==> src/rtl/uart_tx_arb.sv <==
// Round-robin arbiter sharing one UART transmitter among N byte-stream
// requesters. A grant is held for a whole message: it ends on the byte
// flagged last, or when the owner leaves vld low for TIMEOUT cycles.
//
//   state  | meaning
//   -------+-------------------------------------------------------------
//   S_IDLE | no owner; all outputs low; pick next requester from ptr_q
//   S_OWN  | owner_q drives the transmitter through a zero-latency path
module uart_tx_arb #(
  parameter int N       = 4,
  parameter int TIMEOUT = 1024
) (
  input  logic           clk,
  input  logic           rst,
  input  logic [N*8-1:0] i_req_data,
  input  logic [N-1:0]   i_req_vld,
  input  logic [N-1:0]   i_req_last,
  output logic [N-1:0]   o_req_rdy,
  output logic [7:0]     o_tx_data,
  output logic           o_tx_vld,
  input  logic           i_tx_rdy,
  output logic [N-1:0]   o_grant,
  output logic           o_busy
);

  localparam int IW = $clog2(N);
  localparam int SW = IW + 1;
  // A zero TIMEOUT would give a zero-width counter; keep one bit that never moves.
  localparam int CW = (TIMEOUT > 0) ? $clog2(TIMEOUT + 1) : 1;
  localparam logic [CW-1:0] CNT_LAST = (TIMEOUT > 0) ? CW'(TIMEOUT - 1) : '0;
  localparam logic [N-1:0]  ONE_HOT0 = {{(N-1){1'b0}}, 1'b1};

  typedef enum logic {
    S_IDLE = 1'b0,
    S_OWN  = 1'b1
  } state_t;

  state_t          state_q, state_d;
  logic [IW-1:0]   ptr_q, ptr_d;
  logic [IW-1:0]   owner_q, owner_d;
  logic [CW-1:0]   idle_cnt_q, idle_cnt_d;

  logic            scan_hit;
  logic [IW-1:0]   scan_idx;
  logic [SW-1:0]   scan_sum;
  logic [IW-1:0]   owner_inc;
  logic            owner_vld;
  logic            owner_last;

  // Find the first requesting index at or after ptr_q, wrapping at N.
  always_comb begin
    scan_hit = 1'b0;
    scan_idx = '0;
    scan_sum = '0;
    for (int i = 0; i < N; i++) begin
      scan_sum = {1'b0, ptr_q} + SW'(i);
      if (scan_sum >= SW'(N)) begin
        scan_sum = scan_sum - SW'(N);
      end
      if (!scan_hit && i_req_vld[scan_sum[IW-1:0]]) begin
        scan_hit = 1'b1;
        scan_idx = scan_sum[IW-1:0];
      end
    end
  end

  // Owner-side views used by the FSM and the pass-through datapath.
  always_comb begin
    owner_vld  = i_req_vld[owner_q];
    owner_last = i_req_last[owner_q];
    owner_inc  = (owner_q == IW'(N - 1)) ? '0 : owner_q + IW'(1);
  end

  // Next-state logic, release/timeout handling and output decode.
  always_comb begin
    state_d    = state_q;
    ptr_d      = ptr_q;
    owner_d    = owner_q;
    idle_cnt_d = idle_cnt_q;
    o_req_rdy  = '0;
    o_tx_data  = '0;
    o_tx_vld   = 1'b0;
    o_grant    = '0;
    o_busy     = 1'b0;

    case (state_q)
      S_IDLE: begin
        idle_cnt_d = '0;
        if (scan_hit) begin
          owner_d = scan_idx;
          state_d = S_OWN;
        end
      end

      S_OWN: begin
        o_busy             = 1'b1;
        o_grant            = ONE_HOT0 << owner_q;
        o_tx_data          = i_req_data[{owner_q, 3'b000} +: 8];
        o_tx_vld           = owner_vld;
        o_req_rdy[owner_q] = i_tx_rdy;

        if (owner_vld) begin
          idle_cnt_d = '0;
          if (i_tx_rdy && owner_last) begin
            state_d = S_IDLE;
            ptr_d   = owner_inc;
          end
        end else if (TIMEOUT != 0) begin
          // Revocation is safe here: with vld low no byte is in flight.
          if (idle_cnt_q == CNT_LAST) begin
            state_d    = S_IDLE;
            ptr_d      = owner_inc;
            idle_cnt_d = '0;
          end else begin
            idle_cnt_d = idle_cnt_q + CW'(1);
          end
        end
      end

      default: begin
        state_d = S_IDLE;
      end
    endcase
  end

  // State registers with synchronous reset; a reset mid-message abandons it.
  always_ff @(posedge clk) begin
    if (rst) begin
      state_q    <= S_IDLE;
      ptr_q      <= '0;
      owner_q    <= '0;
      idle_cnt_q <= '0;
    end else begin
      state_q    <= state_d;
      ptr_q      <= ptr_d;
      owner_q    <= owner_d;
      idle_cnt_q <= idle_cnt_d;
    end
  end

endmodule

==> config.mk <==
export PLATFORM = sky130hd
export DESIGN_NAME = uart_tx_arb
export DESIGN_NICKNAME = d
export VERILOG_FILES = /design/src/rtl/uart_tx_arb.sv
export SDC_FILE = /design/constraint.sdc
export NUM_CORES = 1
export LEC_CHECK = 0
export BUFFER_PORTS_ARGS = -buffer_cell sky130_fd_sc_hd__buf_2
export CAP_MARGIN = 20
export CORE_MARGIN = 1
export CORE_UTILIZATION = 45
export CTS_CLUSTER_SIZE = 40
export DETAILED_ROUTE_END_ITERATION = 12
export HOLD_SLACK_MARGIN = 0.1
export PLACE_DENSITY = 0.8
export SETUP_SLACK_MARGIN = 0.1
export SLEW_MARGIN = 20
export SYNTH_ARGS = -nofsm -noshare
export SYNTH_HDL_FRONTEND = slang
export SYNTH_SLANG_ARGS = --single-unit
==> constraint.sdc <==
create_clock -name clk -period 2.45 [get_ports clk]
set_input_delay 0.245 -clock clk [delete_from_list [all_inputs] [get_ports clk]]
set_output_delay 0.245 -clock clk [all_outputs]
set_load 0.05 [all_outputs]
# --- Word-level counts from Yosys, hierarchy flattened ---
# Index checks and enable logic that the tools add are counted.
word_totals:
  register_bits: 16
  inputBits: 43
  output_inout_bits: 18
  word_cells: 84
classes:
  add_sub_neg: 9
  magnitude_cmp: 10
  n_eq_ne: 3
  shifts: 2
  muxes: 43
  n_bitwise: 2
  reduce_logical: 11
op_table:
  columns: ["op", "n"]
  rows:
  - ["32-bit by 6-bit indexed part select with 8-bit output", 1]
  - ["2-bit 2-to-1 mux", 12]
  - ["11-bit 2-to-1 mux", 2]
  - ["11-bit case mux with 2 select lines", 1]
  - ["1-bit 2-to-1 mux", 17]
  - ["2-bit by 3-bit less-than comparator with 1-bit output (second input constant)", 5]
  - ["1-bit binary-select mux with 2-bit select", 6]
  - ["11-bit by 1-bit adder with 11-bit output (second input constant)", 1]
  - ["11-bit by 10-bit equality test with 1-bit output (second input constant)", 1]
  - ["3-bit greater-or-equal comparator (second input constant)", 3]
  - ["4-bit 2-to-1 mux", 2]
  - ["8-bit 2-to-1 mux", 1]
  - ["2-bit by 1-bit subtractor with 2-bit output (second input constant)", 4]
  - ["2-bit by 2-bit adder with 3-bit output (second input constant)", 2]
  - ["1-bit logical AND", 5]
  - ["4-bit AND", 1]
  - ["1-bit by 2-bit left shift with 4-bit output (first input constant)", 1]
  - ["2-bit by 1-bit adder with 3-bit output (second input constant)", 1]
  - ["2-bit by 3-bit greater-or-equal comparator with 1-bit output (second input constant)", 1]
  - ["1-bit zero test", 3]
  - ["3-bit AND reduction", 1]
  - ["2-bit by 1-bit adder with 2-bit output (second input constant)", 1]
  - ["1-bit demux with 2-bit select", 1]
  - ["2-bit equality test (second input constant)", 1]
  - ["other kinds (6)", 6]

# --- Logic depth before layout (Yosys ltp) ---
logic_depth:
  word_depth: 16
  mapped_depth: 5
  ltp_nobuf: 5

# --- Least setup slack after synthesis ---
# Ideal clock, no wire load.
synth_path:
  path_type: "register -> output"
  startpoint: "reg state_q"
  endpoint: "out o_grant[0]"
  arrival_ns: 1.614
  required_time_ns: 2.205
  slack_ns: 0.591
  path_stages_with_launch: 4
  n_path_buf: 2
  cell_sequence: "dfxtp_1 clkbuf_1 clkbuf_1 and2_1"
synth_between:
  elab_chain_len: 1
synth_rtl:
  columns: ["item", "line", "source"]
  rows:
  - ["start: declaration", "38", "state_t state_q, state_d;"]
  - ["start signal: assignment", "134", "state_q <= state_d;"]
  - ["4-bit 2-to-1 mux", "86", "case (state_q)"]
  - ["end: declaration", "22", "output logic [N-1:0] o_grant,"]
# Every way passes these cells.

# --- Worst setup path after layout ---
layout_path:
  startpoint: "reg owner_q[0]"
  endpoint: "out o_tx_data[7]"
layout_between:
  elab_chain_len: 2
layout_rtl:
  columns: ["item", "line", "source"]
  rows:
  - ["start: declaration", "40", "logic [IW-1:0] owner_q, owner_d;"]
  - ["start signal: assignment", "136", "owner_q <= owner_d;"]
  - ["32-bit by 6-bit indexed part select with 8-bit output", "98", "o_tx_data = i_req_data[{owner_q, 3'b000} +: 8];"]
  - ["8-bit 2-to-1 mux", "86", null]
  - ["end: declaration", "19", "output logic [7:0] o_tx_data,"]
# Every way passes these cells.

==> results.md <==
- Result of the run: complete, no violations
- Count of vias placed by the detailed router: 1150
- Worst hold slack: 0.215 ns
- Post-Place Setup Slack: 0.557 ns
- Count of maximum capacitance violations: 0
- Initial antenna violation count: 0
- Routed WL per cell: ~13 µm
- Horizontal die dimension: 53.3 µm
- Path type of the worst setup path: register to primary output
- Type of element launching the critical path: register
- Global-route wire length before repair: 4.07 mm
- Final critical delay including setup and external delays: 2.18 ns
- Sequential fraction of the synthesis area: 0.271
- Synth warn: 0
- Number of DRC markers in iteration 0: 15
- Count of nets left with antenna violations after detail routing: 0
- Kind of path behind the tightest hold check: input pin to register
- Area share of the leading cell type in the synthesized netlist: 0.271
- Standard-cell rows: 18
- Worst endpoint required time: roughly 2.2 ns
- Ratio of total power to cell area: 441 mW/mm²
- Post CTS Setup Buffer Count: 0
- Fin. Hold Viols: 0
- Worst-Skew Late Latency: 0.28 ns
- Clock tree from TritonCTS: done
- Number of distinct standard cells referenced by the synthesized netlist: 37
- Post-cts repair resize count: 0
- Total of hold buffers inserted after clock tree synthesis: 0
- Mean instance size in the synthesized netlist: slightly below 10 µm²
- Async set-or-reset flop fraction in the synthesized netlist: 0
- Clk pin slew, worst setup/hold paths: 0.09 ns
- Synthesized netlist net count: 168
- Most used DFF post-synth: sky130_fd_sc_hd__dfxtp_1
- Die height: 53.3 µm
- Number of synthesized flops with an enable pin: 0
- Setup violations, final: 0
- Average vias per placed instance: 5.42
- Main area contributors after synthesis: sky130_fd_sc_hd__dfxtp_1 27%, sky130_fd_sc_hd__mux4_2 15%, sky130_fd_sc_hd__and2_1 7.4%
- Number of synthesized register bits: 16
- Port bufs: 60
- Data arrival time of the worst path: 1.93 ns
- Total power: between 0.0006 and 0.0007 W
- Remaining max-slew budget at the tightest pin: 0.590
- Final Cycle Share: 0.888
- Die footprint: between 0.002 and 0.003 mm²
- Max-slew violation count: 0
- Relative area change from synthesis to final layout: 31.0%
- Leak Pwr: 0.743 nW
- I/O pins: 61
- Maximum number of pins on one net before global-route repair: 25
- Global route total overflow: 0
- RSZ-0062 raised after global routing: no
- Measured slew at the worst slew-check pin: approximately 0.6 ns
- Peak Freq: 0.459 GHz
- Clk sink count: 16
- GRT Total Usage: 0.195
- Root buffer selected by CTS: sky130_fd_sc_hd__clkbuf_4
- Synth area leader: sky130_fd_sc_hd__dfxtp_1
- Worst IR Drop VDD: 0.498 mV
- Final core utilization: 0.626
- Initial core utilization: 0.478
- Core footprint: 0.00248 mm²
- H-tree lvl count: 1
- Detailed placer's ending HPWL: roughly 2.3 mm
- Critical Path Sink Type: primary output
- DRC violations left: 0
- Detailed-router iteration count before antenna repair: 4
- Cells after Synth: 120
- Total standard cell area after synthesis: around 0.0012 mm²
- Cts bufs inserted: 3
- Vias in the first global route: 1014
- Maximum fanout encountered on the critical timing path: 10
- Buffer depth of the longest clock path: 2
- Setup TNS Final: 0 ns
- Worst-case setup margin in the final layout: 0.273 ns
- Sum of routed wire length over all layers: 2.80 mm
- Routability congestion estimate: roughly 0.8
- Final net count: 231
- Share of cells above drive strength 1: 0.451
- Antenna Diode Count: 0
- Worst clock skew: between 0.006 and 0.007 ns
[state kept, by name (all words and copies together) (netlist names)]
signal and count:
idle_cnt_q 11, owner_q 2, state_q 1, ptr_q 2
[where the power goes]
group	switching, W	leakage [nW]	internal [W]	total (W)
registers	0.0000142	0.130	0.000266	0.000280
logic	0.000137	0.592	0.0000965	0.000233
clock network	0.0000791	0.0210	0.0000904	0.000170
[layout by cell type (no fill, tap or decap), drive strengths merged, types with 2 or more instances in the layout]
master	instances
buf	62
dfxtp	16
and2	15
nor2	10
mux4	10
and3	7
nand2	6
xnor2	5
ha	5
inv	4
nor2b	4
a21oi	4
clkbuf	4
nand4	3
xor2	3
nand2b	3
and4	3
o21ai	3
a21o	2
nand3	2
and2b	2
[layer usage]
layer  track usage  part of all wire
met5             0                 0
met4        0.0263                 0
met3        0.0661             0.093
met2         0.371              0.48
met1         0.206              0.42
[final timing paths]
kind / from / slack [ns] / endpoint / depth (start not counted)
min reg2reg: idle_cnt_q[0] / 0.47 / idle_cnt_q[0] / 1
max reg2reg: owner_q[0] / 0.55 / ptr_q[0] / 4
min: rst / 0.21 / owner_q[0] / 2
max: owner_q[0] / 0.27 / o_tx_data[7] / 4
[cell usage after synthesis, types with 2 or more instances]
master	instances
sky130_fd_sc_hd__dfxtp_1	16
sky130_fd_sc_hd__and2_1	14
sky130_fd_sc_hd__nor2_1	10
sky130_fd_sc_hd__mux4_2	8
sky130_fd_sc_hd__and3_1	6
sky130_fd_sc_hd__nand2_1	6
sky130_fd_sc_hd__ha_1	5
sky130_fd_sc_hd__xnor2_1	5
sky130_fd_sc_hd__a21oi_1	4
sky130_fd_sc_hd__inv_1	4
sky130_fd_sc_hd__nor2b_1	4
sky130_fd_sc_hd__nand2b_1	3
sky130_fd_sc_hd__nand4_1	3
sky130_fd_sc_hd__xor2_1	3
sky130_fd_sc_hd__a21o_1	2
sky130_fd_sc_hd__and2b_2	2
sky130_fd_sc_hd__and4_1	2
sky130_fd_sc_hd__clkbuf_1	2
sky130_fd_sc_hd__mux4_1	2
sky130_fd_sc_hd__nand3_1	2
[layout make-up]
cell class	count	area [µm²]
clock buffer	4	36.3
tap	30	37.5
inverter	4	15.0
timing repair buffer	62	315
sequential	16	320
fill	208	927
multi-input combinational	96	826
[cells by family after synthesis]
group | count (synthesis) | synth area share
simple gates | 58 | 0.294
buf+inv | 8 | 0.0317
compound gates | 13 | 0.0740
fa+ha+maj | 5 | 0.0529
flops | 16 | 0.271
xor+xnor | 8 | 0.0592
mux | 12 | 0.218
[through the flow]
stage	cells	area, µm²
final	212	1550
after global routing	212	1550
after CTS	212	1550
after detailed placement	208	1510
after global placement	208	1510
after floorplan	120	1180
[critical path, cell delays in order, from the launching register on]
cell                      delay [ns]
sky130_fd_sc_hd__dfxtp_1        0.46
sky130_fd_sc_hd__buf_4          0.26
sky130_fd_sc_hd__mux4_1         0.56
sky130_fd_sc_hd__and2_1         0.16
sky130_fd_sc_hd__buf_2          0.20
Power figures use the tool's default switching activity.
